===== src/rtl/sdram_dq_sched.sv =====
// sdram_dq_sched: DQ data-phase scheduler between the SDRAM command sequencer
// and the registered DQ pad buffers. It drives write beats and output enable,
// flags returning read beats, and gates command acceptance for burst spacing
// and read-to-write bus turnaround.
module sdram_dq_sched #(
   parameter int unsigned W           = 16,
   parameter int unsigned BURST_LEN   = 4,
   parameter int unsigned CAS_LATENCY = 2
) (
   input  logic         clk,
   input  logic         rst_n,
   input  logic         cmd_valid,
   input  logic         cmd_write,
   output logic         cmd_ready,
   input  logic [W-1:0] wdata,
   output logic         wdata_ready,
   output logic [W-1:0] rdata,
   output logic         rdata_valid,
   output logic [W-1:0] dq_o,
   output logic         dq_oe,
   input  logic [W-1:0] dq_i,
   output logic         busy
);

   // Longest blocking interval: a write following a read.
   localparam int unsigned BLK_MAX = CAS_LATENCY + BURST_LEN;
   localparam int unsigned CNT_W   = $clog2(BLK_MAX + 1);
   // Read beat tracker: bit 0 marks a valid beat in the current cycle.
   localparam int unsigned PIPE_D  = CAS_LATENCY + 1 + BURST_LEN;

   // A read accepted at T sets bits CAS_LATENCY+1 .. PIPE_D-1, which shift down
   // to bit 0 in cycles T+CAS_LATENCY+2 .. T+CAS_LATENCY+BURST_LEN+1.
   localparam logic [PIPE_D-1:0] RD_MASK  = {{BURST_LEN{1'b1}}, {(CAS_LATENCY + 1){1'b0}}};
   // Counter load values: a counter loaded with N releases its command type N+1 cycles later.
   localparam logic [CNT_W-1:0]  SPACE_LD = CNT_W'(BURST_LEN - 1);
   localparam logic [CNT_W-1:0]  TURN_LD  = CNT_W'(BLK_MAX);
   localparam logic [CNT_W-1:0]  BEATS_LD = CNT_W'(BURST_LEN - 1);

   logic [CNT_W-1:0]  r_rd_block;
   logic [CNT_W-1:0]  r_wr_block;
   logic [CNT_W-1:0]  r_wr_left;
   logic [PIPE_D-1:0] r_rd_pipe;

   logic w_accept;
   logic w_acc_wr;
   logic w_acc_rd;
   logic w_wr_active;

   // Acceptance: ready depends only on the blocking counter of the requested type.
   assign cmd_ready = cmd_write ? (r_wr_block == '0) : (r_rd_block == '0);
   assign w_accept  = cmd_valid & cmd_ready;
   assign w_acc_wr  = w_accept & cmd_write;
   assign w_acc_rd  = w_accept & ~cmd_write;

   // Write beat window: the accept cycle itself plus the remaining beats.
   // rst_n masks the accept-cycle term so nothing is driven while in reset.
   assign w_wr_active = (w_acc_wr & rst_n) | (r_wr_left != '0);
   assign wdata_ready = w_wr_active;
   assign dq_oe       = w_wr_active;
   assign dq_o        = w_wr_active ? wdata : '0;

   // Read return: pass the pad input through only on tracked beats.
   assign rdata_valid = r_rd_pipe[0];
   assign rdata       = r_rd_pipe[0] ? dq_i : '0;

   assign busy = (r_rd_block != '0) | (r_wr_block != '0) | (r_wr_left != '0) | (|r_rd_pipe);

   // Blocking counters, write beat counter and read beat tracker.
   always_ff @(posedge clk or negedge rst_n) begin
      if (!rst_n) begin
         r_rd_block <= '0;
         r_wr_block <= '0;
         r_wr_left  <= '0;
         r_rd_pipe  <= '0;
      end else begin
         r_rd_pipe <= (r_rd_pipe >> 1) | (w_acc_rd ? RD_MASK : '0);

         if (w_accept) begin
            r_rd_block <= SPACE_LD;
            r_wr_block <= w_acc_rd ? TURN_LD : SPACE_LD;
         end else begin
            r_rd_block <= (r_rd_block != '0) ? r_rd_block - CNT_W'(1) : '0;
            r_wr_block <= (r_wr_block != '0) ? r_wr_block - CNT_W'(1) : '0;
         end

         if (w_acc_wr) begin
            r_wr_left <= BEATS_LD;
         end else begin
            r_wr_left <= (r_wr_left != '0) ? r_wr_left - CNT_W'(1) : '0;
         end
      end
   end

endmodule

===== config.mk =====
export PLATFORM = sky130hd
export DESIGN_NAME = sdram_dq_sched
export DESIGN_NICKNAME = d
export VERILOG_FILES = /design/src/rtl/sdram_dq_sched.sv
export SDC_FILE = /design/constraint.sdc
export NUM_CORES = 1
export LEC_CHECK = 0
export ABC_AREA = 1
export BUFFER_PORTS_ARGS = -buffer_cell sky130_fd_sc_hd__buf_2
export CORE_UTILIZATION = 40
export CTS_CLUSTER_SIZE = 10
export DETAILED_ROUTE_END_ITERATION = 6
export PLACE_DENSITY = 0.79
export SLEW_MARGIN = 20
export SYNTH_ARGS = -nofsm -noshare
export SYNTH_HDL_FRONTEND = slang
export SYNTH_SLANG_ARGS = --single-unit

===== constraint.sdc =====
create_clock -name clk -period 2 [get_ports clk]
set_input_delay 0.3 -clock clk [delete_from_list [all_inputs] [get_ports clk]]
set_output_delay 0.3 -clock clk [all_outputs]
set_load 0.05 [all_outputs]

==> results of run 1 <==
## final cells by class
class                      instances  share of cell area (%)
multi-input combinational         78                    31.0
sequential                        16                    24.8
tap                               28                    2.17
inverter                          26                    6.06
timing repair buffer              80                    33.7
clock buffer                       4                    2.25
## Yosys cell counts
cell      count
nand2_1      37
inv_1        26
dfrtp_1      16
nor2_1       10
a21boi_0      9
a21boi_2      8
nand3_1       5
buf_2         2
buf_6         2
ha_1          2
a21boi_1      1
a31oi_1       1
buf_4         1
nand4_1       1
nand4_4       1
nor3_4        1
o21ai_0       1
o21bai_1      1
## routing by layer
layer	vias up	GRT usage [%]	share of wire, %
li1	536	-	-
met1	519	23.0	37
met2	48	39.8	57
met3	6	3.80	5.5
met4	0	2.70	1.1
met5	-	0	0
## logic make-up after synthesis
group,Yosys count
compound gates,21
fa+ha+maj,2
simple gates,55
flops,16
buf+inv,31
## state kept, by name, indices dropped and copies added (netlist names)
signal	flops
r_rd_pipe	7
r_rd_block	3
r_wr_block	3
r_wr_left	3
## what timing repair did
item                       4_1_cts  5_1_grt
pin swaps                        3        9
resized for setup               18       32
setup endpoints to repair       19       19
buffers inserted                 4        1
## report_power, final
group	switching [W]	total, W	internal, W
logic	0.00141	0.00202	0.000616
clock network	0.0000998	0.000211	0.000111
registers	0.000129	0.000575	0.000446
## critical path, stage by stage (launching register included)
cell      delay, ns
dfrtp_1        0.42
nor2_2         0.11
ha_2           0.22
nand4_4        0.12
buf_8          0.17
a21boi_2       0.17
buf_6          0.18
## per-stage QoR
step	total power, W	cells	setup WS, ns
floorplan	0.00196	125	-0.0701
global placement	0.00226	223	0.168
detailed placement	0.00231	223	0.0261
CTS	0.00263	231	0.00910
global route	0.00298	232	-0.0711
finish	0.00281	232	0.0243
## worst paths after layout
path | startpoint | cells past startpoint | slack [ns] | to
worst max-delay path | r_wr_block[0] | 6 | 0.02 | dq_o[11]
worst min-delay path | rst_n | 2 | 0.02 | r_wr_block[0]
worst max register to register | r_wr_block[0] | 6 | 0.65 | r_wr_block[2]
worst min register to register | r_rd_pipe[2] | 0 | 0.39 | r_rd_pipe[1]
max in group asynchronous | rst_n | 2 | 1.80 | r_rd_block[0]
min in group clk | cmd_valid | 3 | 0.37 | r_wr_block[1]
==> results.ini, run 1 <==
[status]
status = complete, no violations

[timing]
max_freq_mhz = 506
finalHoldViolCount = 0
finalCriticalPeriod_ns = 1.98
rsz0062_at_grt = yes
setup_viol = 0
skew_ns = 0.000993
setup_tns_ns = 0
slew_viol_final = 0
finalCritPeriodShare_pct = 98.8
worstMarginPinSlew_ns = 0.480
whs_ns = 0.0162
maxSlewHeadroom_pct = 68.0

[setup_path]
start_kind = register
required_ns = 1.70
cp_max_fo = 7
cp.arrival_ns = 1.68
cp-end-kind = output pin
worstSetupPathType = reg2out

[cells_and_area]
design_area_mm2 = 0.00161
drive_gt1_share_pct = 51.5
final_util_pct = 70.8
multi_input_area_um2 = 499
n_antenna_cell = 0
syn2layout_area_growth_pct = 62.4
fill_cells = 183
nNetsFinal = 243
seq_area_um2 = 400
final_common_cell = buf_2
final_cell_mix = 53 x buf_2, 36 x nand2_1, 26 x inv_1

[place]
place_hpwl_um = 2010
gp_congestion = 0.800
dpl_cell_area_mm2 = 0.00138
port_buffers = 72

[grt]
grt_pass1_wl_um = 4020
grt_usage_pct = 20.3
grt_max_degree = 20
grt_pass1_vias = 935
antenna_found_initial = 0
overflow = 0

[yosys]
syn_inst = 125
muxShareOfSynthArea_pct = 0
ys_ff_latch = 16
synth-simple-area-share_pct = 24.7
synth.area.top_cells = dfrtp_1 40%, nand2_1 14%, inv_1 9.8%
ys_seq_area_share_pct = 40.4
yosys.area.top_type = dfrtp_1
synth_top_family_by_area = simple AND/OR/NAND/NOR gates
synth_compound_area_share_pct = 18.5
yosysWarnings = 0
synth_top_area_share_pct = 40.4
synth-xor-area-share_pct = 0
synth-adder-area-share_pct = 2.52
ys_types = 18
synth_area_per_cell_um2 = 7.94
synth_nets = 163
syn_area_um2 = 992

[die]
io_pins = 73
row_count = 17
initial_core_util_pct = 43.6
die-area_mm2 = 0.00268
core_mm2 = 0.00228
die_h_um = 51.8
fp.dieW_um = 51.8

[flow_run]
cap_violations = 0

[drt]
post-route-drc-count = 0
vias = 1109
vias_per_cell = 4.78
drtIter0Drc = 17
avgRoutedWirePerCell_um = 12.5
dr.pass1.iters = 4
antenna_left = 0
postRouteWirelength_um = 2900

[clock_network]
numClockSinks = 16
cts_tree = done
cts_buffers = 3
clock_latency_ns = 0.28
h-tree-depth = 1
cts_root_buf = clkbuf_4
cts-hold-fix-buffers = 0
clockBufferDepth = 2
clk_pin_slew_ns = 0.09

[power_and_ir_drop]
p_leak_nw = 0.999
irDropWorstVdd_uv = 1090
power_density_mw_per_mm2 = 1740

[worst_hold_path]
hold_path_class = in2async

Power figures use the tool's default switching activity.
==> run 2: changes to the inputs <==
--- a/config.mk
+++ b/config.mk
@@ -5,9 +5,8 @@
 export SDC_FILE = /design/constraint.sdc
 export NUM_CORES = 1
 export LEC_CHECK = 0
-export ABC_AREA = 1
 export BUFFER_PORTS_ARGS = -buffer_cell sky130_fd_sc_hd__buf_2
-export CORE_UTILIZATION = 40
+export CORE_UTILIZATION = 38
 export CTS_CLUSTER_SIZE = 10
 export DETAILED_ROUTE_END_ITERATION = 6
 export PLACE_DENSITY = 0.79
==> constraint.sdc (replaced) <==
create_clock -name clk -period 2.2 [get_ports clk]
set_input_delay 0.33 -clock clk [delete_from_list [all_inputs] [get_ports clk]]
set_output_delay 0.33 -clock clk [all_outputs]
set_load 0.05 [all_outputs]
==> run 2 against run 1 <==
Compared with the run above:
- design area fell by 11%
- utilization fell by 5.3 points
- largest power group unchanged
- routed wire length fell by 17%
- die area fell by 6.8%
- clock power fell by 12%
- first-iteration DRC count fell by 76%
- largest cell class unchanged
- global-route usage fell by 0.84 points
==> results.ini, run 2 <==
[status]
status = complete, no violations

[setup_path]
cp.arrival_ns = 1.80
cp-end-kind = output pin
worstSetupPathType = reg2out
required_ns = 1.87
cp_max_fo = 9
start_kind = register

[yosys]
synth-adder-area-share_pct = 2.86
synth.area.top_cells = dfrtp_1 46%, and2_1 24%, nand2_1 3.0%
yosysWarnings = 0
syn_inst = 91
muxShareOfSynthArea_pct = 0
ys_top_cells_by_count = 33 x and2_1, 16 x dfrtp_1, 7 x nand2_1
synth-simple-area-share_pct = 41.9
synth_top_area_share_pct = 45.7
synth_edf_count = 0
yosys.area.top_type = dfrtp_1
synth_top_family_by_area = simple AND/OR/NAND/NOR gates
ys_seq_area_share_pct = 45.7
synth_top_flop_cell = dfrtp_1
ys_types = 25
syn_area_um2 = 876
synth_area_per_cell_um2 = 9.62
yosysMostFrequentCell = and2_1
async_flop_share_pct = 100
synth_nets = 129
synth-xor-area-share_pct = 0
synth_compound_area_share_pct = 5.29
ys_ff_latch = 16

[drt]
drtIter0Drc = 4
vias = 924
dr.pass1.iters = 2
avgRoutedWirePerCell_um = 12.0
post-route-drc-count = 0
vias_per_cell = 4.62
antenna_left = 0
postRouteWirelength_um = 2390

[clock_network]
clockBufferDepth = 2
cts_tree = done
clk_pin_slew_ns = 0.09
clock_latency_ns = 0.28
cts_root_buf = clkbuf_4
cts_buffers = 3
h-tree-depth = 1
numClockSinks = 16

[worst_hold_path]
hold_path_class = in2reg

[grt]
overflow = 0
grt_pass1_vias = 845
grt_max_degree = 19
antenna_found_initial = 0
grt_usage_pct = 19.5
grt_pass1_wl_um = 3660

[cells_and_area]
largest_reg_flops = 7
final_cell_mix = 54 x buf_2, 33 x and2_1, 21 x buf_4
layout.cells.non_filler = 200
design_area_mm2 = 0.00144
nNetsFinal = 211
syn2layout_area_growth_pct = 63.9
drive_gt1_share_pct = 52.3
final_common_cell = buf_2
fill_cells = 190
n_antenna_cell = 0
top_register = r_rd_pipe

[place]
dp_slack_ns = 0.146
port_buffers = 72
dp_cells = 189
place_hpwl_um = 1760
dpl_cell_area_mm2 = 0.00126
gp_congestion = 0.767

[power_and_ir_drop]
p_leak_nw = 0.803
power_density_mw_per_mm2 = 1690
power_w = 0.00242
irDropWorstVdd_uv = 895

[timing]
skew_ns = 0.00291
maxSlewHeadroom_pct = 73.3
finalCriticalPeriod_ns = 2.13
finalWorstSetupSlack_ns = 0.0705
setup_viol = 0
worstMarginPinSlew_ns = 0.401
finalHoldViolCount = 0
slew_viol_final = 0
whs_ns = 0.380
max_freq_mhz = 470
finalCritPeriodShare_pct = 96.8

[flow_run]
cap_violations = 0

[die]
die_h_um = 50.0
die-area_mm2 = 0.00250
initial_core_util_pct = 40.0
core_mm2 = 0.00219
io_pins = 73
row_count = 17
fp.dieW_um = 50.0

run 2: timing repair:
| action | 4_1_cts | 5_1_grt |
|---|---|---|
| setup endpoints to repair | 18 | 19 |
| hold buffers | 1 | 0 |
| hold endpoints to repair | 16 | 0 |
| gates resized for setup | 21 | 5 |
| setup buffers | 4 | 2 |
| pin swaps | 2 | 3 |
run 2: logic make-up after synthesis:
logic type / count (synthesis)
adder cells (fa/ha/maj): 2
AND/OR/NAND/NOR: 60
flip-flops: 16
AO/OA/AOI/OAI: 6
buffers and inverters: 7
run 2: worst max-delay path, stage by stage, from the launching register on:
cell	delay (ns)
dfrtp_1	0.40
nor2_2	0.14
ha_2	0.22
nand3_4	0.12
o21ai_4	0.18
buf_12	0.13
and2_1	0.14
buf_4	0.20
run 2: area by class of cell:
cell class / instances / area [um2] / area share, %
inverter: 4 / 15.0 / 1.05
timing repair buffer: 80 / 492 / 34.3
sequential: 16 / 400 / 27.9
tap: 28 / 35.0 / 2.44
clock buffer: 4 / 36.3 / 2.53
multi-input combinational: 68 / 457 / 31.8
run 2: path summary, 6_finish.rpt:
check,startpoint,slack (ns),cells after the start,to
max reg2reg,r_wr_block[2],0.77,6,r_wr_block[1]
min,cmd_write,0.38,3,r_wr_left[1]
min reg2reg,r_rd_pipe[1],0.38,0,r_rd_pipe[0]
max in group asynchronous,rst_n,1.50,3,r_rd_block[0]
max,r_wr_block[0],0.07,7,dq_o[4]
min in group asynchronous,rst_n,0.53,3,r_wr_block[1]
run 2: layer usage:
metal / track usage [%] / wire [um] / vias up
met5: 0 / 0 / -
met4: 7.14 / 12 / 0
met3: 4.32 / 184 / 2
met2: 36.9 / 1310 / 40
met1: 20.5 / 885 / 425
li1: - / - / 457
run 2: power breakdown:
group | switching, W | internal, W | total, W
Sequential | 0.000116 | 0.000405 | 0.000521
Combinational | 0.00115 | 0.000569 | 0.00172
Clock | 0.0000846 | 0.000101 | 0.000185
run 2: stage by stage:
stage          util, %  TNS (ns)
3_3_place_gp      57.3         0
3_5_place_dp      57.3         0
6_report          65.5         0
5_1_grt           65.5  -0.00962
2_1_floorplan        -         0
4_1_cts           63.9         0
